$ cat src/rtl/mtsp_pack_unpack_pkg.sv
// rtl/mtsp_pack_unpack_pkg.sv - shared types and helpers for the MTSP pack/unpack stream
// Purpose: opcode, element format and FSM state types, plus small helpers
//          used by mtsp_pack_unpack_stream and mtsp_pack_element.
// Ports:   none (package).
package mtsp_pack_unpack_pkg;

    typedef enum logic {OP_UNPACK = 1'b0, OP_PACK = 1'b1} op_t;
    typedef enum logic {FMT_BYTE = 1'b0, FMT_HALF = 1'b1} fmt_t;
    typedef enum logic [0:0] {ST_IDLE = 1'b0, ST_BURST = 1'b1} state_t;

    // Every lane masked; wide enough for the largest LANES, sliced at use.
    localparam logic [15:0] MASK_ALLMASKED = '1;

    function automatic logic [2:0] elems_per_dword(input fmt_t fmt);
        return (fmt == FMT_HALF) ? 3'd2 : 3'd4;
    endfunction

endpackage

$ cat src/rtl/mtsp_pack_element.sv
// rtl/mtsp_pack_element.sv - per-lane 32-bit to 8/16-bit reducer
// Purpose: reduce one 32-bit lane to an element by truncation, unsigned
//          saturation or signed saturation. Purely combinational.
// Ports:   i_din    32-bit source lane
//          i_fmt    FMT_BYTE (8-bit result) / FMT_HALF (16-bit result)
//          i_signed source is two's complement when saturating
//          i_sat    1 = saturate, 0 = truncate
//          o_dout   result; for bytes only o_dout[7:0] is meaningful
module mtsp_pack_element
    import mtsp_pack_unpack_pkg::*;
(
    input  logic [31:0] i_din,
    input  fmt_t        i_fmt,
    input  logic        i_signed,
    input  logic        i_sat,
    output logic [15:0] o_dout
);

    logic        [31:0] w_max_u;
    logic signed [31:0] w_max_s;
    logic signed [31:0] w_min_s;

    always_comb begin
        w_max_u = (i_fmt == FMT_HALF) ? 32'h0000_FFFF : 32'h0000_00FF;
        w_max_s = (i_fmt == FMT_HALF) ? 32'sh0000_7FFF : 32'sh0000_007F;
        w_min_s = (i_fmt == FMT_HALF) ? 32'shFFFF_8000 : 32'shFFFF_FF80;
        o_dout  = i_din[15:0];
        if (i_sat) begin
            if (!i_signed) begin
                if (i_din > w_max_u) o_dout = w_max_u[15:0];
            end else if ($signed(i_din) > w_max_s) begin
                o_dout = w_max_s[15:0];
            end else if ($signed(i_din) < w_min_s) begin
                o_dout = w_min_s[15:0];
            end
        end
    end

endmodule

$ cat src/rtl/mtsp_pack_unpack_stream.sv
// rtl/mtsp_pack_unpack_stream.sv - handshaked pack/unpack unit for the MTSP load/store path
// Purpose: UNPACK splits dwords into 8/16-bit elements, zero/sign-extends each to
//          32 bits and streams them as one or more beats; PACK reduces each lane
//          to an element and packs them into the leading dwords in one beat.
// Ports:   i_clk, i_rst (synchronous, active-high)
//          i_in_valid/o_in_ready request handshake; i_in_op, i_in_fmt, i_in_signed,
//          i_in_sat, i_in_count, i_in_data request fields (lane 0 = MSB slice)
//          o_out_valid/i_out_ready beat handshake; o_out_mask (bit LANES-1-i = lane i
//          masked), o_out_last, o_out_data beat fields; all outputs registered
module mtsp_pack_unpack_stream
    import mtsp_pack_unpack_pkg::*;
#(
    parameter int LANES = 4,
    parameter int DW    = 32
) (
    input  logic                     i_clk,
    input  logic                     i_rst,
    input  logic                     i_in_valid,
    output logic                     o_in_ready,
    input  logic                     i_in_op,
    input  logic                     i_in_fmt,
    input  logic                     i_in_signed,
    input  logic                     i_in_sat,
    input  logic [$clog2(LANES)-1:0] i_in_count,
    input  logic [LANES*DW-1:0]      i_in_data,
    output logic                     o_out_valid,
    input  logic                     i_out_ready,
    output logic [LANES-1:0]         o_out_mask,
    output logic                     o_out_last,
    output logic [LANES*DW-1:0]      o_out_data
);

    localparam int CW = $clog2(LANES);
    localparam int IW = CW + 2;   // element index within a request (at most 4 beats)
    localparam int NW = CW + 3;   // element count, up to 4*LANES inclusive

    state_t              r_state;
    logic [1:0]          r_beat;
    logic [LANES*DW-1:0] r_src;
    fmt_t                r_fmt;
    logic                r_signed;
    logic [CW-1:0]       r_count;
    logic                r_out_valid;
    logic                r_out_last;
    logic [LANES-1:0]    r_out_mask;
    logic [LANES*DW-1:0] r_out_data;

    logic w_slot_free;
    logic w_accept;
    logic w_is_pack;

    assign w_slot_free = !r_out_valid || i_out_ready;
    assign o_in_ready  = !i_rst && (r_state == ST_IDLE) && w_slot_free;
    assign w_accept    = i_in_valid && o_in_ready;
    assign w_is_pack   = (op_t'(i_in_op) == OP_PACK);

    // One beat generator serves both the first beat (live inputs) and the
    // following burst beats (captured request).
    logic [LANES*DW-1:0] w_g_src;
    fmt_t                w_g_fmt;
    logic                w_g_signed;
    logic [CW-1:0]       w_g_count;
    logic [1:0]          w_g_beat;
    logic [NW-1:0]       w_n;
    logic [2:0]          w_last_beat;
    logic                w_g_last;

    assign w_g_src     = (r_state == ST_IDLE) ? i_in_data : r_src;
    assign w_g_fmt     = (r_state == ST_IDLE) ? fmt_t'(i_in_fmt) : r_fmt;
    assign w_g_signed  = (r_state == ST_IDLE) ? i_in_signed : r_signed;
    assign w_g_count   = (r_state == ST_IDLE) ? i_in_count : r_count;
    assign w_g_beat    = (r_state == ST_IDLE) ? 2'd0 : r_beat + 2'd1;
    assign w_n         = (NW'(w_g_count) + NW'(1)) << ((w_g_fmt == FMT_HALF) ? 1 : 2);
    assign w_last_beat = 3'((w_n - NW'(1)) >> CW);
    assign w_g_last    = ({1'b0, w_g_beat} == w_last_beat);

    logic [DW-1:0]       w_src_dw [LANES];
    logic [15:0]         w_red    [LANES];
    logic [LANES*DW-1:0] w_unpack_data;
    logic [LANES-1:0]    w_unpack_mask;
    logic [LANES*DW-1:0] w_pack_data;
    logic [LANES-1:0]    w_pack_mask;

    for (genvar j = 0; j < LANES; j++) begin : g_lane
        logic [IW-1:0] w_idx;
        logic [CW-1:0] w_dsel;
        logic [1:0]    w_sub;
        logic [DW-1:0] w_dw;
        logic [7:0]    w_b;
        logic [15:0]   w_h;
        logic [DW-1:0] w_ext;
        logic          w_umask;

        assign w_src_dw[j] = w_g_src[(LANES-j)*DW-1 -: DW];

        // Element index = beat*LANES + lane; split into source dword and
        // position inside it (position 0 is the most significant element).
        assign w_idx   = {w_g_beat, CW'(j)};
        assign w_dsel  = (w_g_fmt == FMT_HALF) ? w_idx[CW:1] : w_idx[CW+1:2];
        assign w_sub   = (w_g_fmt == FMT_HALF) ? {1'b0, w_idx[0]} : w_idx[1:0];
        assign w_dw    = w_src_dw[w_dsel];
        assign w_b     = 8'(w_dw >> (5'd24 - {w_sub, 3'b000}));
        assign w_h     = 16'(w_dw >> (w_sub[0] ? 5'd0 : 5'd16));
        assign w_ext   = (w_g_fmt == FMT_HALF)
                       ? {{16{w_g_signed & w_h[15]}}, w_h}
                       : {{24{w_g_signed & w_b[7]}}, w_b};
        assign w_umask = ({1'b0, w_idx} >= w_n);

        assign w_unpack_data[(LANES-j)*DW-1 -: DW] = w_umask ? '0 : w_ext;
        assign w_unpack_mask[LANES-1-j]            = w_umask;

        mtsp_pack_element u_elem (
            .i_din    (i_in_data[(LANES-j)*DW-1 -: DW]),
            .i_fmt    (fmt_t'(i_in_fmt)),
            .i_signed (i_in_signed),
            .i_sat    (i_in_sat),
            .o_dout   (w_red[j])
        );

        // Packed result fills the first LANES/E dwords only.
        assign w_pack_mask[LANES-1-j] =
            (32'(j) * 32'(elems_per_dword(fmt_t'(i_in_fmt))) >= 32'(LANES));
    end

    always_comb begin
        w_pack_data = '0;
        for (int j = 0; j < LANES; j++) begin
            if (fmt_t'(i_in_fmt) == FMT_HALF)
                w_pack_data[LANES*DW-1-16*j -: 16] = w_red[j];
            else
                w_pack_data[LANES*DW-1-8*j -: 8] = w_red[j][7:0];
        end
    end

    always_ff @(posedge i_clk) begin
        if (i_rst) begin
            r_state     <= ST_IDLE;
            r_beat      <= 2'd0;
            r_src       <= '0;
            r_fmt       <= FMT_BYTE;
            r_signed    <= 1'b0;
            r_count     <= '0;
            r_out_valid <= 1'b0;
            r_out_last  <= 1'b0;
            r_out_mask  <= MASK_ALLMASKED[LANES-1:0];
            r_out_data  <= '0;
        end else begin
            if (r_out_valid && i_out_ready) r_out_valid <= 1'b0;
            case (r_state)
                ST_IDLE: begin
                    if (w_accept) begin
                        r_out_valid <= 1'b1;
                        if (w_is_pack) begin
                            r_out_data <= w_pack_data;
                            r_out_mask <= w_pack_mask;
                            r_out_last <= 1'b1;
                        end else begin
                            r_out_data <= w_unpack_data;
                            r_out_mask <= w_unpack_mask;
                            r_out_last <= w_g_last;
                            r_beat     <= 2'd0;
                            if (!w_g_last) begin
                                r_state  <= ST_BURST;
                                r_src    <= i_in_data;
                                r_fmt    <= fmt_t'(i_in_fmt);
                                r_signed <= i_in_signed;
                                r_count  <= i_in_count;
                            end
                        end
                    end
                end
                ST_BURST: begin
                    if (w_slot_free) begin
                        r_out_valid <= 1'b1;
                        r_out_data  <= w_unpack_data;
                        r_out_mask  <= w_unpack_mask;
                        r_out_last  <= w_g_last;
                        r_beat      <= w_g_last ? 2'd0 : w_g_beat;
                        if (w_g_last) r_state <= ST_IDLE;
                    end
                end
                default: r_state <= ST_IDLE;
            endcase
        end
    end

    assign o_out_valid = r_out_valid;
    assign o_out_last  = r_out_last;
    assign o_out_mask  = r_out_mask;
    assign o_out_data  = r_out_data;

endmodule

$ cat config.mk
export PLATFORM = sky130hd
export DESIGN_NAME = mtsp_pack_unpack_stream
export DESIGN_NICKNAME = d
export VERILOG_FILES = /design/src/rtl/mtsp_pack_unpack_pkg.sv /design/src/rtl/mtsp_pack_element.sv /design/src/rtl/mtsp_pack_unpack_stream.sv
export SDC_FILE = /design/constraint.sdc
export NUM_CORES = 1
export LEC_CHECK = 0
export BUFFER_PORTS_ARGS = -buffer_cell sky130_fd_sc_hd__buf_2
export CAP_MARGIN = 20
export CELL_PAD_IN_SITES_DETAIL_PLACEMENT = 1
export CELL_PAD_IN_SITES_GLOBAL_PLACEMENT = 1
export CORE_MARGIN = 5
export CORE_UTILIZATION = 45
export DETAILED_ROUTE_END_ITERATION = 16
export HOLD_SLACK_MARGIN = 0.05
export PLACE_DENSITY_LB_ADDON = 0.1
export SYNTH_ARGS = -nofsm -noshare
export SYNTH_HDL_FRONTEND = slang
export SYNTH_SLANG_ARGS = --single-unit
$ cat constraint.sdc
create_clock -name i_clk -period 8.24 [get_ports i_clk]
set_clock_uncertainty 0.2 [all_clocks]
set_input_delay 0.824 -clock i_clk [delete_from_list [all_inputs] [get_ports i_clk]]
set_output_delay 0.824 -clock i_clk [all_outputs]
set_load 0.1 [all_outputs]
==> results.yml <==
run_status:
  outcome: "completed"
drt:
  drc: 0
  wl_um: 60700
  dr.pass1.iters: 6
  drt_iter0_markers: 1380
  wire_per_inst_um: 24.9
  vias: 15100
  ant_nets: 0
  vias_per_cell: 6.20
timing:
  setup_ws_ns: 3.59
  tightest_slew_ns: 1.03
  hold_viol: 0
  rsz0062_at_grt: "false"
  setup_viol: 0
  fmax_mhz: 215
  finalCriticalPeriod_ns: 4.65
  final.setup.tns_ns: 0
  slew_viol_final: 0
  post-route-period-util_pct: 56.4
  worst_slew_margin_rel_pct: 30.7
worst_setup_path:
  cp.required_ns: 8.48
  end_kind: "flop"
  critical_path.max_fanout: 89
  arrival_ns: 4.88
  startpoint: "r_state$_SDFF_PP0_"
  r2r_setup_slack_ns: 3.59
  critical_path_class: "flop to flop"
  startpoint_type: "flop"
  reg2reg_from: "r_state$_SDFF_PP0_"
layout:
  syn2layout_area_growth_pct: 15.1
  drive_above_1_share_pct: 20.5
  fill_cells: 3991
  nNetsFinal: 2224
  num_antenna_cells: 0
grt:
  grt_overflow: 0
  grt_usage_pct: 32.3
  grt_pass1_vias: 15200
  grt_first_pass_wirelength_um: 91600
  grt_max_degree: 90
  antenna_found_initial: 0
synthesis:
  syn-instance-count: 1845
  avgSynthCellArea_um2: 7.82
  yosys.area.top_type: "dfxtp_1"
  synth_edf_count: 0
  synth_most_common_cell: "nand2_1"
  synth-async-reset-ratio_pct: 0
  yosysTopAreaCellShare_pct: 33.1
  ys_seq_elements: 239
  yosys-top-cells-count: "nand2_1, a21oi_1, dfxtp_1, nor2_1, clkbuf_1"
  ys.flop_type: "dfxtp_1"
  yosysUniqueCellTypes: 86
  netlist_area_um2: 14400
  synth_area_leaders: "dfxtp_1, nand2_1, a21oi_1"
  yosysSeqAreaShare_pct: 33.1
  yosys_warnings: 0
  syn_nets: 2055
hold_path:
  min_path_type: "flop to flop"
  min_from: "o_out_data[14]$_SDFFE_PP0P_"
clock_tree:
  clockRootBuffer: "clkbuf_16"
  cts_sinks: 239
  h-tree-depth: 1
  cts_resized: 0
  cts_tree: "built"
  clock_latency_ns: 0.56
  cts_buffer_depth: 3
  clkSlewWorstSetupHoldPaths_ns: 0.06
  post_cts_buffers: 0
  cts-hold-fix-buffers: 0
  cts_buffers: 28
floorplanning:
  core_um2: 31600
  rows: 65
  die_h_um: 189
  design.die.area_um2: 35800
  dieWidth_um: 189
  initial_core_util_pct: 45.6
  io_pins: 273
placement:
  dpl_worst_slack_ns: 3.54
  gp_congestion: 0.974
  io_buffers: 272
  hpwl_um: 44900
power:
  ir_worst_vdd_mv: 0.164
  power.density_nw_per_um2: 214
  p_leak_nw: 6.57
flow_run:
  cap_violations: 0
-- stage by stage --
step,util [%],hold WS [ns],instances,total power [mW],instance area (µm²)
after floorplan,-,0.233,1845,1.96,14400
after global placement,49.4,0.230,2386,2.21,15600
after detailed placement,49.5,0.246,2386,2.23,15600
after CTS,52.5,0.256,2435,3.55,16600
after global routing,52.5,0.264,2435,3.67,16600
final,52.5,0.250,2435,3.56,16600
-- cell type report --
| cell class | count | area [µm²] | area share, % |
|---|---|---|---|
| multi-input combinational | 1423 | 8730 | 52.5 |
| sequential | 239 | 4790 | 28.8 |
| timing repair buffer | 290 | 1500 | 9.04 |
| clock buffer | 36 | 802 | 4.83 |
| tap | 402 | 503 | 3.03 |
| clock inverter | 13 | 171 | 1.03 |
| inverter | 32 | 120 | 0.723 |
-- where the power goes --
group	switching [mW]	internal, mW	total, mW
clock	0.532	0.806	1.34
sequential	0.0469	1.22	1.26
combinational	0.732	0.223	0.955
total	1.31	2.25	3.56
-- sequential cells by signal, indices dropped and copies added, names as in the netlist --
register and cells:
r_state 1, r_signed 1, o_out_last 1, r_fmt 1
r_src 128, r_count 2, o_out_data 98, r_beat 2
o_out_valid 1, o_out_mask 4
-- cells by family after synthesis --
family,synth area share [%]
compound gates,24.1
xor+xnor,0.121
fa+ha+maj,6.24
buf+inv,6.50
flops,33.1
mux,8.30
simple gates,21.6
-- layer usage --
layer | up-vias | GRT usage (%) | routed length [µm] | share of wire (%)
met4 | 0 | 12.3 | 2650 | 4.4
met3 | 134 | 4.81 | 4460 | 7.3
met5 | - | 0 | 0 | 0
met2 | 660 | 52.3 | 27300 | 45
li1 | 6946 | - | - | -
met1 | 7362 | 43.8 | 26300 | 43
-- worst max-delay path, stage by stage, from the launching register on --
cell,delay [ns]
dfxtp_4,0.65
buf_4,0.80
and2b_1,0.31
inv_1,0.09
ha_1,0.32
nand2b_1,0.07
o221ai_1,0.19
o211a_2,0.27
or2_4,0.19
a21oi_1,0.08
a31oi_1,0.65
nand2_1,0.35
o221a_1,0.33
-- cell usage in the layout (no fill, tap or decap), types with 14 or more instances in the layout --
master and count:
buf_4 18, nand2_1 361, buf_2 271, nand4_1 27, o211ai_1 14, a211oi_1 33
a311oi_1 25, nor4_1 21, mux2i_1 53, a21o_1 17, a21oi_1 241, o21ai_0 76
nor2b_1 17, nand2b_1 14, nor2_1 178, ha_1 72, nor3_1 26, nand3_1 19
mux4_2 21, o221ai_1 21, clkbuf_16 29, dfxtp_1 238, inv_1 30
-- worst paths after layout --
| path | to | depth (start not counted) |
|---|---|---|
| max | o_out_data[83]$_SDFFE_PP0P_ | 12 |
| min | o_out_data[14]$_SDFFE_PP0P_ | 2 |
| max reg2reg | o_out_data[83]$_SDFFE_PP0P_ | 12 |
| min reg2reg | o_out_data[14]$_SDFFE_PP0P_ | 2 |
No activity file was read; power rests on OpenSTA's default activity.
